## src/rtl/pgs_tsmac_gmii_rx_ctrl.sv

```systemverilog
// rtl/pgs_tsmac_gmii_rx_ctrl.sv - GMII receive frame controller with RGMII in-band status decode
// Define RX_STAT_CNT_EN to build the saturating good/bad frame counters.
module pgs_tsmac_gmii_rx_ctrl #(
  parameter int MIN_FRAME = 64,
  parameter int MAX_FRAME = 1518
) (
  input  logic        rx_clk,
  input  logic        rst,
  input  logic        rx_en,
  input  logic        rx_dv_gm,
  input  logic        rx_er_gm,
  input  logic [7:0]  rxd_gm,
  output logic [7:0]  out_data,
  output logic        out_valid,
  output logic        out_sof,
  output logic        out_eof,
  output logic        out_err,
  output logic [13:0] frame_len,
  output logic        link_up,
  output logic [1:0]  link_speed,
  output logic        link_duplex,
  output logic [15:0] stat_good_cnt,
  output logic [15:0] stat_bad_cnt
);

  typedef enum logic [1:0] {S_IDLE, S_PREAMBLE, S_DATA, S_DROP} state_t;

  localparam logic [13:0] MIN_LEN = 14'(MIN_FRAME);
  localparam logic [13:0] MAX_LEN = 14'(MAX_FRAME);
  localparam logic [13:0] LEN_SAT = '1;

  state_t      state_q, state_d;
  logic [7:0]  hold_q, hold_d;
  logic        hold_vld_q, hold_vld_d;
  logic        first_q, first_d;
  logic        err_q, err_d;
  logic [13:0] len_q, len_d;
  logic [13:0] len_inc;
  logic        oversize;

  logic [7:0]  out_data_q, out_data_d;
  logic        out_valid_q, out_valid_d;
  logic        out_sof_q, out_sof_d;
  logic        out_eof_q, out_eof_d;
  logic        out_err_q, out_err_d;
  logic [13:0] frame_len_q, frame_len_d;

  logic [3:0]  nib_q, nib_d;
  logic        nib_vld_q, nib_vld_d;
  logic        link_up_q, link_up_d;
  logic [1:0]  link_speed_q, link_speed_d;
  logic        link_duplex_q, link_duplex_d;

  assign len_inc  = (len_q == LEN_SAT) ? len_q : len_q + 14'd1;
  // Byte MAX_FRAME+1 arriving while MAX_FRAME bytes are already counted.
  assign oversize = rx_dv_gm && (len_q == MAX_LEN);

  always_ff @(posedge rx_clk or posedge rst) begin
    if (rst) state_q <= S_IDLE;
    else     state_q <= state_d;
  end

  always_comb begin
    state_d = state_q;
    case (state_q)
      S_IDLE: begin
        if (rx_dv_gm) state_d = (rx_en && rxd_gm == 8'h55) ? S_PREAMBLE : S_DROP;
      end
      S_PREAMBLE: begin
        if (!rx_dv_gm)             state_d = S_IDLE;
        else if (rxd_gm == 8'hD5)  state_d = S_DATA;
        else if (rxd_gm != 8'h55)  state_d = S_DROP;
      end
      S_DATA: begin
        if (!rx_dv_gm)    state_d = S_IDLE;
        else if (oversize) state_d = S_DROP;
      end
      default: begin
        if (!rx_dv_gm) state_d = S_IDLE;
      end
    endcase
  end

  always_comb begin
    hold_d        = hold_q;
    hold_vld_d    = hold_vld_q;
    first_d       = first_q;
    err_d         = err_q;
    len_d         = len_q;
    out_data_d    = out_data_q;
    out_valid_d   = 1'b0;
    out_sof_d     = 1'b0;
    out_eof_d     = 1'b0;
    out_err_d     = 1'b0;
    frame_len_d   = frame_len_q;
    nib_d         = nib_q;
    nib_vld_d     = 1'b0;
    link_up_d     = link_up_q;
    link_speed_d  = link_speed_q;
    link_duplex_d = link_duplex_q;
    case (state_q)
      S_IDLE: begin
        hold_vld_d = 1'b0;
        first_d    = 1'b1;
        err_d      = 1'b0;
        len_d      = '0;
        // In-band status only counts on clean gaps; false carrier breaks the debounce.
        if (!rx_dv_gm && !rx_er_gm) begin
          nib_d     = rxd_gm[3:0];
          nib_vld_d = 1'b1;
          if (nib_vld_q && nib_q == rxd_gm[3:0]) begin
            link_up_d     = rxd_gm[0];
            link_speed_d  = rxd_gm[2:1];
            link_duplex_d = rxd_gm[3];
          end
        end
      end
      S_DATA: begin
        if (rx_dv_gm) begin
          if (hold_vld_q) begin
            out_data_d  = hold_q;
            out_valid_d = 1'b1;
            out_sof_d   = first_q;
            first_d     = 1'b0;
          end
          if (oversize) begin
            out_eof_d   = 1'b1;
            out_err_d   = 1'b1;
            frame_len_d = len_q;
            hold_vld_d  = 1'b0;
          end else begin
            hold_d     = rxd_gm;
            hold_vld_d = 1'b1;
            len_d      = len_inc;
            err_d      = err_q | rx_er_gm;
          end
        end else begin
          if (hold_vld_q) begin
            out_data_d  = hold_q;
            out_valid_d = 1'b1;
            out_sof_d   = first_q;
            out_eof_d   = 1'b1;
            out_err_d   = err_q || (len_q < MIN_LEN) || (len_q > MAX_LEN);
            frame_len_d = len_q;
          end
          hold_vld_d = 1'b0;
        end
      end
      default: ;
    endcase
  end

  always_ff @(posedge rx_clk or posedge rst) begin
    if (rst) begin
      hold_q        <= '0;
      hold_vld_q    <= 1'b0;
      first_q       <= 1'b0;
      err_q         <= 1'b0;
      len_q         <= '0;
      out_data_q    <= '0;
      out_valid_q   <= 1'b0;
      out_sof_q     <= 1'b0;
      out_eof_q     <= 1'b0;
      out_err_q     <= 1'b0;
      frame_len_q   <= '0;
      nib_q         <= '0;
      nib_vld_q     <= 1'b0;
      link_up_q     <= 1'b0;
      link_speed_q  <= '0;
      link_duplex_q <= 1'b0;
    end else begin
      hold_q        <= hold_d;
      hold_vld_q    <= hold_vld_d;
      first_q       <= first_d;
      err_q         <= err_d;
      len_q         <= len_d;
      out_data_q    <= out_data_d;
      out_valid_q   <= out_valid_d;
      out_sof_q     <= out_sof_d;
      out_eof_q     <= out_eof_d;
      out_err_q     <= out_err_d;
      frame_len_q   <= frame_len_d;
      nib_q         <= nib_d;
      nib_vld_q     <= nib_vld_d;
      link_up_q     <= link_up_d;
      link_speed_q  <= link_speed_d;
      link_duplex_q <= link_duplex_d;
    end
  end

`ifdef RX_STAT_CNT_EN
  logic [15:0] good_cnt_q, bad_cnt_q;

  // Counters step in the same cycle the eof byte appears on the outputs.
  always_ff @(posedge rx_clk or posedge rst) begin
    if (rst) begin
      good_cnt_q <= '0;
      bad_cnt_q  <= '0;
    end else if (out_eof_d) begin
      if (!out_err_d && good_cnt_q != 16'hFFFF) good_cnt_q <= good_cnt_q + 16'd1;
      if (out_err_d && bad_cnt_q != 16'hFFFF)   bad_cnt_q  <= bad_cnt_q + 16'd1;
    end
  end

  assign stat_good_cnt = good_cnt_q;
  assign stat_bad_cnt  = bad_cnt_q;
`else
  assign stat_good_cnt = 16'd0;
  assign stat_bad_cnt  = 16'd0;
`endif

  assign out_data    = out_data_q;
  assign out_valid   = out_valid_q;
  assign out_sof     = out_sof_q;
  assign out_eof     = out_eof_q;
  assign out_err     = out_err_q;
  assign frame_len   = frame_len_q;
  assign link_up     = link_up_q;
  assign link_speed  = link_speed_q;
  assign link_duplex = link_duplex_q;

endmodule

```

## config.mk

```make
export PLATFORM = sky130hd
export DESIGN_NAME = pgs_tsmac_gmii_rx_ctrl
export DESIGN_NICKNAME = d
export VERILOG_FILES = /design/src/rtl/pgs_tsmac_gmii_rx_ctrl.sv
export SDC_FILE = /design/constraint.sdc
export NUM_CORES = 1
export LEC_CHECK = 0
export CORE_UTILIZATION = 26
export DETAILED_ROUTE_END_ITERATION = 7
export GPL_ROUTABILITY_DRIVEN = 0
export HOLD_SLACK_MARGIN = 0.03
export SYNTH_ARGS = -nofsm -noshare
export SYNTH_HDL_FRONTEND = slang
export SYNTH_SLANG_ARGS = --single-unit
```

## constraint.sdc

```tcl
create_clock -name rx_clk -period 4.7 [get_ports rx_clk]
set_input_delay 0.47 -clock rx_clk [delete_from_list [all_inputs] [get_ports rx_clk]]
set_output_delay 0.47 -clock rx_clk [all_outputs]
set_load 0.02 [all_outputs]
```

### Yosys cells after proc, flatten, opt, wreduce, memory -nomap -nowiden

Cells that the tools add are included.

* bits in registers: 62
* bits of input ports: 13
* logic and storage cells: 96

* add/subtract/negate cells: 1
* magnitude comparators: 2
* equality and inequality tests: 17
* mux-type cells: 37
* bitwise logic cells: 2
* reduce and logical (&&, ||, !) cells: 20

Operator list (count)
* $mux W14: 6
* $pmux W14 S2: 1
* $mux W1: 18
* $mux W2: 8
* $reduce_and A3 Y1: 5
* $add A14 B1 Y14 const B: 1
* $eq A14 B11 Y1 const B: 1
* $eq A14 B14 Y1 const B: 1
* $gt A14 B11 Y1 const B: 1
* $lt A14 B7 Y1 const B: 1
* $ne A2 B2 Y1 const B: 5
* $eq A8 B7 Y1 const B: 1
* $eq A8 B8 Y1 const B: 1
* $ne A8 B7 Y1 const B: 1
* $reduce_and A4 Y1: 2
* $pmux W1 S2: 3
* $pmux W2 S3: 1
* $eq A4 B4 Y1: 1
* $logic_and A1 B1 Y1: 4
* $ne A4 B1 Y1 const B: 1
* $ne A4 B4 Y1 const B: 1
* $reduce_and A2 Y1: 2
* $reduce_bool A2 Y1: 2
* $ne A3 B3 Y1 const B: 1
* 8 further kinds: 10

### Depth between registers and ports, before layout

Gate-level depths: netlist of the first run.

* depth in word-level cells: 6
* depth in mapped cells: 8
* gate-level depth less buffers: 6

### Least setup slack after synthesis of the first run

OpenSTA, ideal clock, no wires.

* path type: flip-flop to flip-flop
* from: register len_q[0]
* to: register frame_len_q[0], in the netlist frame_len[0]
* setup time: 0.125 ns
* data arrival time: 1.770 ns
* path slack: 2.805 ns
* stages on the path, launching flop included: 7
* buffers on the path: 1
* period minus slack after synthesis: 1.895 ns
* cell sequence: dfrtp_1 nor3_1 nand4_4 mux2_4 nor2_8 buf_12 mux2_4

* word-level cells in the longest chain between the ends: 4

RTL lines
* from (decl): line 37 `logic [13:0] len_q, len_d;`
* from (signal assigned): line 176 `len_q <= len_d;`
* $eq A14 B11 Y1: line 56 `assign oversize = rx_dv_gm && (len_q == MAX_LEN);`
* $logic_and A1 B1 Y1: line 56
* $ne A2 B1 Y1 (no source line)
* $reduce_and A3 Y1 (no source line)
* to (signal assigned): line 182 `frame_len_q <= frame_len_d;`
* to (decl): line 46 `logic [13:0] frame_len_q, frame_len_d;`

Several ways; a longest one is shown, not always the timed one. The select of a mux whose other input is x is not followed.
A chain may end at the register's enable or synchronous reset.

### Worst setup path after layout of the first run

* from: input port rx_dv_gm
* to: register len_q[11]

* word-level cells in the longest chain between the ends: 3

RTL lines
* from (decl): line 10 `input logic rx_dv_gm,`
* $logic_and A1 B1 Y1: line 56
* $ne A2 B2 Y1 (no source line)
* $reduce_and A4 Y1 (no source line) *

Every way passes the cells marked *; elsewhere a longest branch is shown, timed or not.

==> results of run 1 <==
-- synthesized netlist by cell type, drive strengths merged --
library cell | n | area, um^2
a21oi | 4 | 20.02
o31a | 1 | 8.760
or4 | 2 | 15.01
o211ai | 8 | 60.06
or3 | 2 | 12.51
nor2b | 1 | 6.260
ha | 1 | 12.51
buf | 39 | 302.8
and3 | 3 | 18.77
nor4bb | 2 | 20.02
inv | 5 | 18.77
nor3 | 5 | 41.29
xnor2 | 4 | 35.03
o31ai | 6 | 45.04
o21ai | 12 | 60.06
o41ai | 1 | 8.760
a2111oi | 1 | 8.760
o2bb2a | 1 | 10.01
nand2 | 22 | 82.58
nor4 | 1 | 6.260
and2 | 3 | 20.02
a31oi | 1 | 6.260
and4 | 4 | 36.29
conb | 1 | 3.750
clkbuf | 1 | 3.750
nand4 | 6 | 52.55
or2 | 3 | 18.77
a41oi | 1 | 8.760
nand3 | 6 | 30.03
mux2 | 39 | 491.7
a21o | 1 | 7.510
dfrtp | 62 | 1551
nor2 | 8 | 48.80
-- cells by family after synthesis --
group                      count (synthesis)  share of synthesized area [%]
and+or+nand+nor                           68                          13.31
muxes                                     39                          16.00
buffers and inverters                     45                          10.59
AOI/OAI and AO/OA                         37                          7.940
xor gates and xnor gates                   4                          1.140
other                                      1                         0.1220
DFF                                       62                          50.49
adders and majority gates                  1                         0.4071
-- worst reg2reg max path: cells and delay by family, from the launching register on --
| kind | cells | cell delay (ps) |
|---|---|---|
| flip-flops | 1 | 480 |
| AO/OA/AOI/OAI | 1 | 410 |
| AND/OR/NAND/NOR | 4 | 1470 |
-- per-layer routing --
layer	global-route usage, %	vias up	wire (um)
met2	17.23	83	2932
met5	0	-	0
met3	3.609	9	436
met1	13.12	990	2676
li1	-	953	-
met4	4.622	0	91
-- flip-flops by register name (all words and copies together) (netlist names), 2 cells and up --
name,flops
nib_q,4
link_speed,2
len_q,14
frame_len,14
state_q,2
out_data,8
hold_q,8
-- through the flow --
step / total power, W / setup slack (ps) / hold WS [ps] / utilization, %
3_3_place_gp: 0.0009135 / 1948 / 473.3 / 30.43
3_5_place_dp: 0.0009184 / 1851 / 478.3 / 30.43
5_1_grt: 0.001583 / 2007 / 512.1 / 32.84
4_1_cts: 0.001530 / 2201 / 491.9 / 32.84
6_report: 0.001508 / 2156 / 487.9 / 32.84
2_1_floorplan: 0.0008259 / 2689 / 459.2 / -
-- worst max-delay path by stage --
stage                     startpoint               endpoint  slack (ps)  cells after the start
after floorplan                  rst      err_q$_DFFE_PP0P_        2690                      1
after global placement      rx_dv_gm  len_q[11]$_DFFE_PP0P_        1950                      4
after detailed placement    rx_dv_gm  len_q[11]$_DFFE_PP0P_        1850                      4
after CTS                   rx_dv_gm  len_q[11]$_DFFE_PP0P_        2200                      4
after global routing        rx_dv_gm  len_q[11]$_DFFE_PP0P_        2010                      4
final                       rx_dv_gm  len_q[11]$_DFFE_PP0P_        2160                      4
-- area by class of cell --
type / count / area share [%]
Sequential cell: 62 / 41.20
Clock buffer: 10 / 6.346
Inverter: 5 / 0.4983
Clock inverter: 6 / 0.9967
Tap cell: 143 / 4.751
Multi-Input combinational cell: 181 / 34.85
Timing Repair Buffer: 43 / 11.36
-- power by group through the flow --
| stage | logic [W] | clock network [W] | registers [W] |
|---|---|---|---|
| final | 0.000270 | 0.000602 | 0.000637 |
| after global routing | 0.000290 | 0.000647 | 0.000646 |
| after CTS | 0.000276 | 0.000617 | 0.000637 |
| after detailed placement | 0.000274 | 0 | 0.000644 |
| after global placement | 0.000270 | 0 | 0.000644 |
| after floorplan | 0.000145 | 0 | 0.000681 |
==> Flow_metrics.wiki, run 1 <==
{| class="wikitable"
! Metric !! Value
|-
| Initial standard-cell utilization of the core || 26.80%
|-
| Final Routed Wirelength || 6136 um
|-
| Transition at the pin with the smallest max-transition slack || 783.8 ps
|-
| Setup slack of the most critical reg-to-reg path || 2230 ps
|-
| Unrepaired setup endpoints after global routing || no
|-
| Worst r2r path cells || 5
|-
| Hold Violations, Final || 0
|-
| Commonest cells after routing, fill and taps aside || sky130_fd_sc_hd__dfrtp_1 (62), sky130_fd_sc_hd__clkdlybuf4s50_1 (42), sky130_fd_sc_hd__conb_1 (32)
|-
| Floorplan row count || 39
|-
| Remaining design rule violation count || 0
|-
| Data arrival time of the critical path || 2760 ps
|-
| Die height || 110.7 um
|-
| Gate count of the mapped netlist || 257
|-
| Normalized max-slew margin || 47.75%
|-
| Leading cell type in the layout, fill and taps excluded || sky130_fd_sc_hd__dfrtp_1
|-
| Antenna Cells || 0
|-
| Start point of the worst hold path || link_speed[1]$_DFFE_PP0P_
|-
| Resized cells post-CTS || 0
|-
| TritonCTS Buffers || 9
|-
| Nets || 316
|-
| Die area || 12260 um^2
|-
| Wire length of the first global-routing pass || 10240 um
|-
| Antenna-violating nets left || 0
|-
| Power dissipated by switching net loads || 0.0004112 W
|-
| Number of input and output port buffers inserted || 42
|-
| Number of DRC markers after the initial detailed-route iteration || 53
|-
| Share of power burned in combinational logic || 17.9%
|-
| Critical path class || primary input to flop
|-
| Number of buffers and inverters on the critical path || 1
|-
| TritonRoute pass-1 iters || 4
|-
| Worst Path Max Fanout || 15
|-
| Critical path endpoint category || flop
|-
| Initial antenna violation count || 0
|-
| Result of the run || complete, no violations
|-
| Aggregate global-route resource usage || 10.73%
|-
| Worst min-delay path category || flop to flop
|-
| Leakage power summed over all cells || 1.652 nW
|-
| Synth-to-Final Area Change || 22.56%
|-
| Crit path cell chain || clkdlybuf4s50_1 -> and3_1 -> nand2_1 -> o41ai_1
|-
| Sum of negative setup slack || 0 ps
|-
| Top-level I/O count || 75
|-
| Power Density || 400.5 nW/um^2
|-
| Maximum number of pins on one net before global-route repair || 63
|-
| Start of the worst register-to-register path || len_q[10]$_DFFE_PP0P_
|-
| Critical Path Source Type || primary input
|-
| YS warnings || 0
|-
| Share of layout cells above drive strength 1 || 20.85%
|-
| Flops & latches, synth || 62
|-
| Max Clock Freq || 393.1 MHz
|-
| Hold-critical path endpoint || link_speed[1]$_DFFE_PP0P_
|-
| Final critical path time including I/O delays and setup || 2544 ps
|-
| CTS tree || built
|-
| Portion of the clock cycle consumed by the worst path in the final layout || 54.12%
|-
| Area used by multi-input combinational logic || 1313 um^2
|-
| Cell-internal power || 0.001097 W
|-
| Post-Place Cell Area || 3490 um^2
|-
| Max Cap Viol || 0
|-
| Number of cells after detailed placement || 434
|-
| Setup violators final || 0
|-
| Wirelength per Cell || 13.64 um
|-
| Count of unique library cells instantiated by Yosys || 46
|-
| Number of hold-repair buffers added at the cts stage || 0
|-
| Slew Viols, Final || 0
|-
| Area used by sequential logic in the layout || 1551 um^2
|-
| Required time of the worst setup path || 4910 ps
|-
| Area of all placed cells without fillers || 3766 um^2
|-
| Max IR drop VDD || 0.0002397 V
|-
| Portion of the post-synthesis area used by sequential elements || 50.49%
|-
| Avg Cell Area, Syn || 11.96 um^2
|-
| Max clock buf depth || 2
|-
| Post-detail-place hpwl || 4204 um
|-
| Share of power burned in the clock network || 39.9%
|-
| Seq pwr share || 42.2%
|-
| Worst Clk Skew || 5.078 ps
|-
| Overflow left after global routing || 0
|-
| Die X-Extent || 110.7 um
|-
| Worst-skew pair later-pin latency || 330 ps
|-
| Highest-delay cell along the critical path || sky130_fd_sc_hd__clkdlybuf4s50_1
|-
| Cells on Worst Hold Path || 1
|-
| Largest stage delay, worst path || 750 ps
|-
| Clock root buffer || sky130_fd_sc_hd__clkbuf_16
|-
| Filler Cell Count || 1160
|-
| Setup bufs post-CTS || 0
|-
| Capture point of the worst reg-to-reg path || len_q[11]$_DFFE_PP0P_
|-
| Switching share of power || 27.26%
|-
| Clock transition at the registers of the reported paths || 60 ps
|-
| Number of global-route vias before repair || 2005
|-
| Top cell family by delay on the critical path || simple AND/OR/NAND/NOR gates
|-
| Post-synthesis instance area || 3073 um^2
|-
| Mean number of vias per cell || 4.522
|-
| CTS H-Tree Depth || 3
|-
| Final Non-Filler Cells || 450
|-
| Detailed-route via count || 2035
|-
| Standard cell core area || 11470 um^2
|-
| Number of clock sinks || 62
|}
No activity file was read; power rests on OpenSTA's default activity.
==> inputs of run 2 (changes only) <==
- clock period: 4.7 -> 2.5 ns (I/O delays scaled with it)
==> Flow_metrics.wiki, run 2 (synthesized netlist as in run 1, its figures left out) <==
{| class="wikitable"
! Metric !! Value
|-
| Result of the run || complete, no violations
|-
| Critical Path Source Type || flop
|-
| Number of input and output port buffers inserted || 42 (unchanged)
|-
| Max Cap Viol || 0 (unchanged)
|-
| Worst min-delay path category || primary input to async pin
|-
| Worst slack at placement || 406.3 ps (-1444 ps)
|-
| Mean number of vias per cell || 4.537 (+0.33%)
|-
| Leading cell type in the layout, fill and taps excluded || sky130_fd_sc_hd__dfrtp_1
|-
| Area used by sequential logic in the layout || 1551 um^2 (unchanged)
|-
| Share of layout cells above drive strength 1 || 21.73% (+0.88 points)
|-
| Clock transition at the registers of the reported paths || 50 ps (about the same)
|-
| Sum of negative setup slack || 0 ps (unchanged)
|-
| Antenna Cells || 0 (unchanged)
|-
| Number of clock sinks || 62 (unchanged)
|-
| Floorplan row count || 39 (unchanged)
|-
| Leakage power summed over all cells || 1.687 nW (+2.1%)
|-
| TritonRoute pass-1 iters || 4 (unchanged)
|-
| Top-level I/O count || 75 (unchanged)
|-
| Critical path class || flop to flop
|-
| Detailed-route via count || 2069 (+1.7%)
|-
| Normalized max-slew margin || 45.29% (-2.5 points)
|-
| Number of global-route vias before repair || 2063 (+2.9%)
|-
| Standard cell core area || 11470 um^2 (unchanged)
|-
| CTS H-Tree Depth || 3 (unchanged)
|-
| Power consumption || 0.002838 W (+88%)
|-
| Worst-skew pair later-pin latency || 330 ps (about the same)
|-
| Worst Path Max Fanout || 10 (-5)
|-
| Worst Clk Skew || 9.208 ps (+4.129 ps)
|-
| Antenna-violating nets left || 0 (unchanged)
|-
| Die X-Extent || 110.7 um (unchanged)
|-
| Setup bufs post-CTS || 0 (unchanged)
|-
| Power Density || 743.5 nW/um^2 (+86%)
|-
| Nets || 322 (+1.9%)
|-
| Setup slack of the critical path after layout || 425.5 ps (-1731 ps)
|-
| Max IR drop VDD || 0.0003613 V (+51%)
|-
| Synth-to-Final Area Change || 24.19%
|-
| Wire length of the first global-routing pass || 10720 um (+4.7%)
|-
| Commonest cells after routing, fill and taps aside || sky130_fd_sc_hd__dfrtp_1 (62), sky130_fd_sc_hd__clkdlybuf4s50_1 (42), sky130_fd_sc_hd__conb_1 (32)
|-
| Overflow left after global routing || 0 (unchanged)
|-
| Data arrival time of the critical path || 2290 ps (-470 ps)
|-
| Hold Violations, Final || 0 (unchanged)
|-
| Die area || 12260 um^2 (unchanged)
|-
| Clock root buffer || sky130_fd_sc_hd__clkbuf_16
|-
| Number of DRC markers after the initial detailed-route iteration || 71 (+34%)
|-
| Remaining design rule violation count || 0 (unchanged)
|-
| Required time of the worst setup path || 2720 ps (-2190 ps)
|-
| Portion of the clock cycle consumed by the worst path in the final layout || 82.98%
|-
| TritonCTS Buffers || 9 (unchanged)
|-
| Area used by multi-input combinational logic || 1313 um^2 (unchanged)
|-
| Initial standard-cell utilization of the core || 26.80% (unchanged)
|-
| Die height || 110.7 um (unchanged)
|-
| Resized cells post-CTS || 0 (unchanged)
|-
| Transition at the pin with the smallest max-transition slack || 819.4 ps (+35.64 ps)
|-
| Initial antenna violation count || 0 (unchanged)
|-
| CTS tree || built
|-
| Launching element of the worst setup path || state_q[0]$_DFFE_PP0P_
|-
| Final Routed Wirelength || 6196 um (+0.98%)
|-
| Post-detail-place hpwl || 4416 um (+5.0%)
|-
| Unrepaired setup endpoints after global routing || no
|-
| Max Clock Freq || 482.0 MHz
|-
| Max clock buf depth || 2 (unchanged)
|-
| Start of the worst register-to-register path || state_q[0]$_DFFE_PP0P_
|-
| Filler Cell Count || 1134 (-2.2%)
|-
| Wirelength per Cell || 13.59 um (-0.35%)
|-
| Final critical path time including I/O delays and setup || 2075 ps
|-
| Setup violators final || 0 (unchanged)
|-
| Aggregate global-route resource usage || 11.11% (+0.37 points)
|-
| Critical path endpoint category || flop
|-
| Slew Viols, Final || 0 (unchanged)
|-
| Maximum number of pins on one net before global-route repair || 40 (-37%)
|-
| Number of hold-repair buffers added at the cts stage || 0 (unchanged)
|}
[run 2: where the power goes]
part | total, W | switching (W) | internal [W]
registers | 0.00120 | 0.0000736 | 0.00112
clock network | 0.00113 | 0.000434 | 0.000692
logic | 0.000514 | 0.000258 | 0.000256
[run 2: path summary, 6_finish.rpt]
path                                            to  slack, ps  cells after the start
min in group rx_clk            link_up$_DFFE_PP0P_        500                      1
min                              out_sof$_DFF_PP0_        420                      2
max reg2reg                link_duplex$_DFFE_PP0P_        430                      5
min reg2reg                    link_up$_DFFE_PP0P_        500                      1
max in group asynchronous     nib_q[0]$_DFFE_PP0P_       1430                      3
max                        link_duplex$_DFFE_PP0P_        430                      5
[run 2: metal layers]
| metal | share of wire (%) | global-route usage (%) | vias to the layer above |
|---|---|---|---|
| li1 | - | - | 955 |
| met2 | 46 | 17.52 | 88 |
| met1 | 45 | 13.79 | 1014 |
| met5 | 0 | 0 | - |
| met4 | 1.5 | 4.889 | 0 |
| met3 | 7.2 | 3.718 | 12 |
[run 2: worst max-delay path, cell delays in order (launching register included)]
cell,delay (ps)
sky130_fd_sc_hd__dfrtp_1,480
sky130_fd_sc_hd__or2_1,410
sky130_fd_sc_hd__nor3_4,310
sky130_fd_sc_hd__nand4_1,150
sky130_fd_sc_hd__nor2_2,250
sky130_fd_sc_hd__mux2_2,360
[run 2: final cells by class]
class	count	share of cell area [%]
Clock buffer	12	6.459
Clock inverter	4	0.5902
Inverter	5	0.4918
Multi-Input combinational cell	181	34.39
Sequential cell	62	40.66
Tap cell	143	4.689
Timing Repair Buffer	49	12.72
[run 2: metrics by stage]
| step | instance area, um^2 | util (%) | std cells | hold slack [ps] |
|---|---|---|---|---|
| final | 3816 | 33.28 | 456 | 419.4 |
| after detailed placement | 3547 | 30.93 | 440 | 479.9 |
| after global placement | 3547 | 30.93 | 440 | 472.3 |
| after floorplan | 3189 | - | 288 | 334.2 |
| after global routing | 3816 | 33.28 | 456 | 514.7 |
| after CTS | 3816 | 33.28 | 456 | 467.0 |
==> inputs of run 3 (changes only) <==
- clock period: 2.5 -> 1.9 ns (I/O delays scaled with it)
==> Flow_metrics.wiki, run 3 (synthesized netlist as in run 1, its figures left out) <==
{| class="wikitable"
! Metric !! Value
|-
| Final Routed Wirelength || 6569 um (+6.0%)
|-
| Die X-Extent || 110.7 um (unchanged)
|-
| Aggregate global-route resource usage || 11.28% (+0.18 points)
|-
| Max IR drop VDD || 0.0005067 V (+40%)
|-
| Max clock buf depth || 2 (unchanged)
|-
| Standard cell core area || 11470 um^2 (unchanged)
|-
| Critical Path Source Type || flop
|-
| TritonRoute pass-1 iters || 4 (unchanged)
|-
| Area of all placed cells without fillers || 4158 um^2 (+9.0%)
|-
| Post-detail-place hpwl || 4700 um (+6.4%)
|-
| Critical path class || flop to flop
|-
| Max Cap Viol || 0 (unchanged)
|-
| Floorplan row count || 39 (unchanged)
|-
| Number of global-route vias before repair || 2217 (+7.5%)
|-
| Worst Path Max Fanout || 8 (-2)
|-
| Remaining design rule violation count || 0 (unchanged)
|-
| Clock transition at the registers of the reported paths || 50 ps (about the same)
|-
| Number of clock sinks || 62 (unchanged)
|-
| Unrepaired setup endpoints after global routing || yes
|-
| Die height || 110.7 um (unchanged)
|-
| Power consumption || 0.003961 W (+40%)
|-
| Worst Clk Skew || 4.806 ps (-4.401 ps)
|-
| Nets || 352 (+9.3%)
|-
| Mean number of vias per cell || 4.515 (-0.48%)
|-
| Maximum number of pins on one net before global-route repair || 63 (+57%)
|-
| Antenna Cells || 0 (unchanged)
|-
| CTS tree || built
|-
| Wirelength per Cell || 13.54 um (-0.32%)
|-
| Top-level I/O count || 75 (unchanged)
|-
| Leakage power summed over all cells || 1.873 nW (+11%)
|-
| CTS H-Tree Depth || 3 (unchanged)
|-
| Critical path endpoint category || flop
|-
| Overflow left after global routing || 0 (unchanged)
|-
| Synth-to-Final Area Change || 35.30%
|-
| Share of layout cells above drive strength 1 || 30.12% (+8.4 points)
|-
| Number of input and output port buffers inserted || 42 (unchanged)
|-
| Worst-skew pair later-pin latency || 330 ps (about the same)
|-
| Setup bufs post-CTS || 0 (unchanged)
|-
| Post-Place Cell Area || 3810 um^2 (+7.4%)
|-
| Initial standard-cell utilization of the core || 26.80% (unchanged)
|-
| Setup violators final || 0 (unchanged)
|-
| Filler Cell Count || 1142 (+0.71%)
|-
| Max Clock Freq || 542.5 MHz (+13%)
|-
| Number of DRC markers after the initial detailed-route iteration || 37 (-48%)
|-
| Data arrival time of the critical path || 2050 ps (-240 ps)
|-
| Portion of the clock cycle consumed by the worst path in the final layout || 97.02% (+14 points)
|-
| Detailed-route via count || 2190 (+5.8%)
|-
| Worst min-delay path category || primary input to async pin
|-
| Slew Viols, Final || 0 (unchanged)
|-
| Hold Violations, Final || 0 (unchanged)
|-
| Clock root buffer || sky130_fd_sc_hd__clkbuf_16
|-
| Wire length of the first global-routing pass || 10960 um (+2.2%)
|-
| Antenna-violating nets left || 0 (unchanged)
|-
| Power Density || 952.7 nW/um^2 (+28%)
|-
| Number of hold-repair buffers added at the cts stage || 0 (unchanged)
|-
| Die area || 12260 um^2 (unchanged)
|-
| Result of the run || complete, no violations
|-
| TritonCTS Buffers || 9 (unchanged)
|-
| Final critical path time including I/O delays and setup || 1843 ps (-231.1 ps)
|-
| Sum of negative setup slack || 0 ps (unchanged)
|-
| Required time of the worst setup path || 2110 ps (-610 ps)
|-
| Leading cell type in the layout, fill and taps excluded || sky130_fd_sc_hd__dfrtp_1
|-
| Commonest cells after routing, fill and taps aside || sky130_fd_sc_hd__dfrtp_1 (61), sky130_fd_sc_hd__clkdlybuf4s50_1 (42), sky130_fd_sc_hd__conb_1 (32), sky130_fd_sc_hd__buf_4 (32), sky130_fd_sc_hd__nand2_1 (22)
|-
| Initial antenna violation count || 0 (unchanged)
|}
[run 3: cell types whose count changed in the layout (fill, tap and decap cells not counted), moves of 2 or more]
cell / change
sky130_fd_sc_hd__clkinv_2: -2
sky130_fd_sc_hd__clkbuf_1: -2
sky130_fd_sc_hd__clkbuf_8: +2
sky130_fd_sc_hd__buf_12: +3
sky130_fd_sc_hd__mux2_2: -5
sky130_fd_sc_hd__buf_4: +26
sky130_fd_sc_hd__mux2_4: +5
[run 3: cell type report]
| cell class | count | area [um^2] | share of cell area [%] |
|---|---|---|---|
| multi-input combinational | 181 | 1346 | 32.38 |
| timing repair buffer | 79 | 752.0 | 18.09 |
| inverter | 5 | 18.77 | 0.4514 |
| tap | 143 | 178.9 | 4.303 |
| sequential | 62 | 1553 | 37.35 |
| clock buffer | 12 | 266.5 | 6.410 |
| clock inverter | 3 | 42.54 | 1.023 |
[run 3: path summary, 6_finish.rpt]
kind / slack, ps / to / depth (start not counted) / startpoint
setup / recovery: 60 / frame_len[13]$_DFFE_PP0P_ / 7 / len_q[0]$_DFFE_PP0P_
hold / removal: 240 / out_sof$_DFF_PP0_ / 3 / rst
setup reg to reg: 60 / frame_len[13]$_DFFE_PP0P_ / 7 / len_q[0]$_DFFE_PP0P_
hold reg to reg: 490 / link_speed[1]$_DFFE_PP0P_ / 1 / link_speed[1]$_DFFE_PP0P_
max in group asynchronous: 1380 / frame_len[11]$_DFFE_PP0P_ / 3 / rst
min in group rx_clk: 490 / hold_q[4]$_DFFE_PP0P_ / 2 / rxd_gm[4]
[run 3: stage by stage]
step	util (%)	hold slack, ps	instances	setup WS [ps]
final	36.26	240.4	485	56.62
after global routing	36.26	290.3	485	-22.70
after global placement	33.22	481.1	470	52.15
after floorplan	-	274.2	288	5.325
after detailed placement	33.22	476.8	470	-2.046
after CTS	35.96	273.2	485	5.419
[run 3: routing by layer]
metal | wire (um) | vias to the layer above | track usage, %
met3 | 399 | 16 | 3.827
met4 | 137 | 0 | 4.800
li1 | - | 1024 | -
met1 | 2892 | 1065 | 13.48
met2 | 3140 | 85 | 18.47
met5 | 0 | - | 0
[run 3: report_power, final]
part,leakage (nW),switching [W],internal (W),total (W)
Clock,0.151,0.000561,0.00111,0.00167
Combinational,0.911,0.000355,0.000370,0.000725
Sequential,0.811,0.0000854,0.00148,0.00156
[run 3: critical path, cell delays in order, from the launching register on]
cell and delay, ps:
sky130_fd_sc_hd__dfrtp_1 420, sky130_fd_sc_hd__nor3_2 170, sky130_fd_sc_hd__buf_4 140, sky130_fd_sc_hd__nand4_4 70, sky130_fd_sc_hd__mux2_4 310, sky130_fd_sc_hd__nor2_8 150
sky130_fd_sc_hd__buf_12 150, sky130_fd_sc_hd__mux2_4 300
[run 3: repair_timing]
| item | CTS | global route |
|---|---|---|
| cloned | 0 | 0 |
| pin swaps | 0 | 6 |
| gates resized for setup | 1 | 10 |
| setup endpoints to repair | 5 | 31 |
==> variant: new RTL, flow settings as in run 2 <==
The output `out_sof` loses its register stage (`out_sof_q` becomes a continuous assignment).
--- a/src/rtl/pgs_tsmac_gmii_rx_ctrl.sv
+++ b/src/rtl/pgs_tsmac_gmii_rx_ctrl.sv
@@ -159,7 +159,6 @@
       len_q         <= '0;
       out_data_q    <= '0;
       out_valid_q   <= 1'b0;
-      out_sof_q     <= 1'b0;
       out_eof_q     <= 1'b0;
       out_err_q     <= 1'b0;
       frame_len_q   <= '0;
@@ -176,7 +175,6 @@
       len_q         <= len_d;
       out_data_q    <= out_data_d;
       out_valid_q   <= out_valid_d;
-      out_sof_q     <= out_sof_d;
       out_eof_q     <= out_eof_d;
       out_err_q     <= out_err_d;
       frame_len_q   <= frame_len_d;
@@ -188,6 +186,8 @@
     end
   end
 
+  assign out_sof_q = out_sof_d;
+
 `ifdef RX_STAT_CNT_EN
   logic [15:0] good_cnt_q, bad_cnt_q;
 
Function: changed (a bounded check fails within 4 cycles, from zero or initial values and one cycle with rst high).
==> variant against run 2 <==
  * Routed wire length is 1.9% lower
  * Largest power group is now the clock network
  * Worst setup slack worse by 0.10 ns
  * Area after synthesis is 0.81% lower
  * Synthesized cell count is 0.39% lower
  * Utilization is 0.055 points higher
  * Total power is 2.5% higher
  * Design area is 0.26% lower
  * Largest cell class unchanged
  * Sequential cell count is 1 lower
==> variant: results (changes against run 2) <==
- Status: finished, final reports clean
- Total CTS buffers: 9 (unchanged)
- Vias/cell: 4.46 (-1.8%)
- Fill count: 1176 (+3.7%)
- Synth Area in Compound Gates: 8.00% (+0.065 points)
- Post-Synth Adder-Cell Area: 0.411% (+0.0033 points)
- Xor/xnor share of the synthesized area: 1.15% (+0.0094 points)
- Crit-path max FO: 10 (unchanged)
- RR Endpoint: frame_len[10]
- Largest net degree at the start of global routing: 39 (-2.5%)
- Synth Area per Inst: 11.9 um^2 (-0.43%)
- Postcts setup bufs: 0 (unchanged)
- Worst r2r src: len_q[0]
- Placed cell count: 436 (-0.91%)
- Crit path DAT: 1.93 ns (-0.36 ns)
- Clock skew: 0.00833 ns (-0.000874 ns)
- Synth top area cells: dfrtp_1, mux2_2, buf_4
- P_leak: 1.67 nW (-0.79%)
- HPWL after detailed placement: 4300 um (-2.6%)
- Max transition margin: 62.9% (+18 points)
- Top cells by count, synth: dfrtp_1, buf_4, mux2_2
- Avg WL per Cell: 13.5 um (-0.99%)
- Number of global-route vias before repair: 1914 (-7.2%)
- Peak supply drop: 0.508 mV (+41%)
- Register area share after synthesis: 50.1% (-0.41 points)
- Dpl cell area: 3510 um^2 (-0.99%)
- Overall Global Routing Usage: 10.8% (-0.29 points)
- Post-CTS Resized: 0 (unchanged)
- NumNets Final: 318 (-1.2%)
- Layout cells sized above 1: 21.0% (-0.69 points)
- Pre-CTS WS: 0.295 ns (-0.111 ns)
- Routed WL: 6080 um (-1.9%)
- Iteration-0 DRC Markers: 61 (-14%)
- Hold WS: 0.290 ns (-0.129 ns)
- First-pass detailed-route iteration total: 4 (unchanged)
- Post-synthesis mux area share: 16.1% (+0.13 points)
- Switching pwr: 0.750 mW (-2.0%)
- First-pass GRT wire length: 9840 um (-8.2%)
==> variant: cell types whose count changed after synthesis, sizes merged <==
cell / change
dfrtp: -1
==> variant: layer usage <==
metal	up-vias	wire length (um)	global-route usage, %
met5	-	0	0
met4	0	91	3.95
met3	11	365	3.59
met2	64	2890	17.2
met1	984	2740	13.6
li1	955	-	-
==> variant: cell families after synthesis <==
kind of cell | after synthesis
simple gates | 68
flops | 61
buf+inv | 45
mux | 39
compound gates | 37
xor+xnor | 4
fa+ha+maj | 1
other cells | 1
==> variant: how the worst max path moves through the flow <==
stage                           from            end  slack (ns)
after floorplan             len_q[0]   frame_len[0]        0.61
after global placement      rx_dv_gm  frame_len[10]        0.35
after detailed placement    rx_dv_gm    link_duplex        0.30
after CTS                 state_q[0]        out_sof        0.29
after global routing      state_q[0]        out_sof        0.22
final                     state_q[0]        out_sof        0.32
==> variant: worst max-delay path: stages (launching register included) <==
cell and delay [ns]:
dfrtp_1 0.48, nor2b_1 0.31, and3_1 0.22, clkdlybuf4s50_1 0.60
==> variant: layout make-up <==
cell class                      instances  area, um^2  share of cell area (%)
Inverter                                5        18.8                   0.493
Tap cell                              143         179                    4.70
Timing Repair Buffer                   46         475                    12.5
Sequential cell                        61        1530                    40.1
Clock buffer                           12         246                    6.48
Multi-Input combinational cell        181        1310                    34.5
Clock inverter                          4        47.5                    1.25
==> variant: power groups by stage <==
stage | Sequential, mW | Clock (mW) | Combinational [mW]
finish | 1.18 | 1.22 | 0.511
detailed placement | 1.19 | 0 | 0.518
global placement | 1.19 | 0 | 0.511
global route | 1.19 | 1.28 | 0.551
floorplan | 1.26 | 0 | 0.273
CTS | 1.18 | 1.24 | 0.519
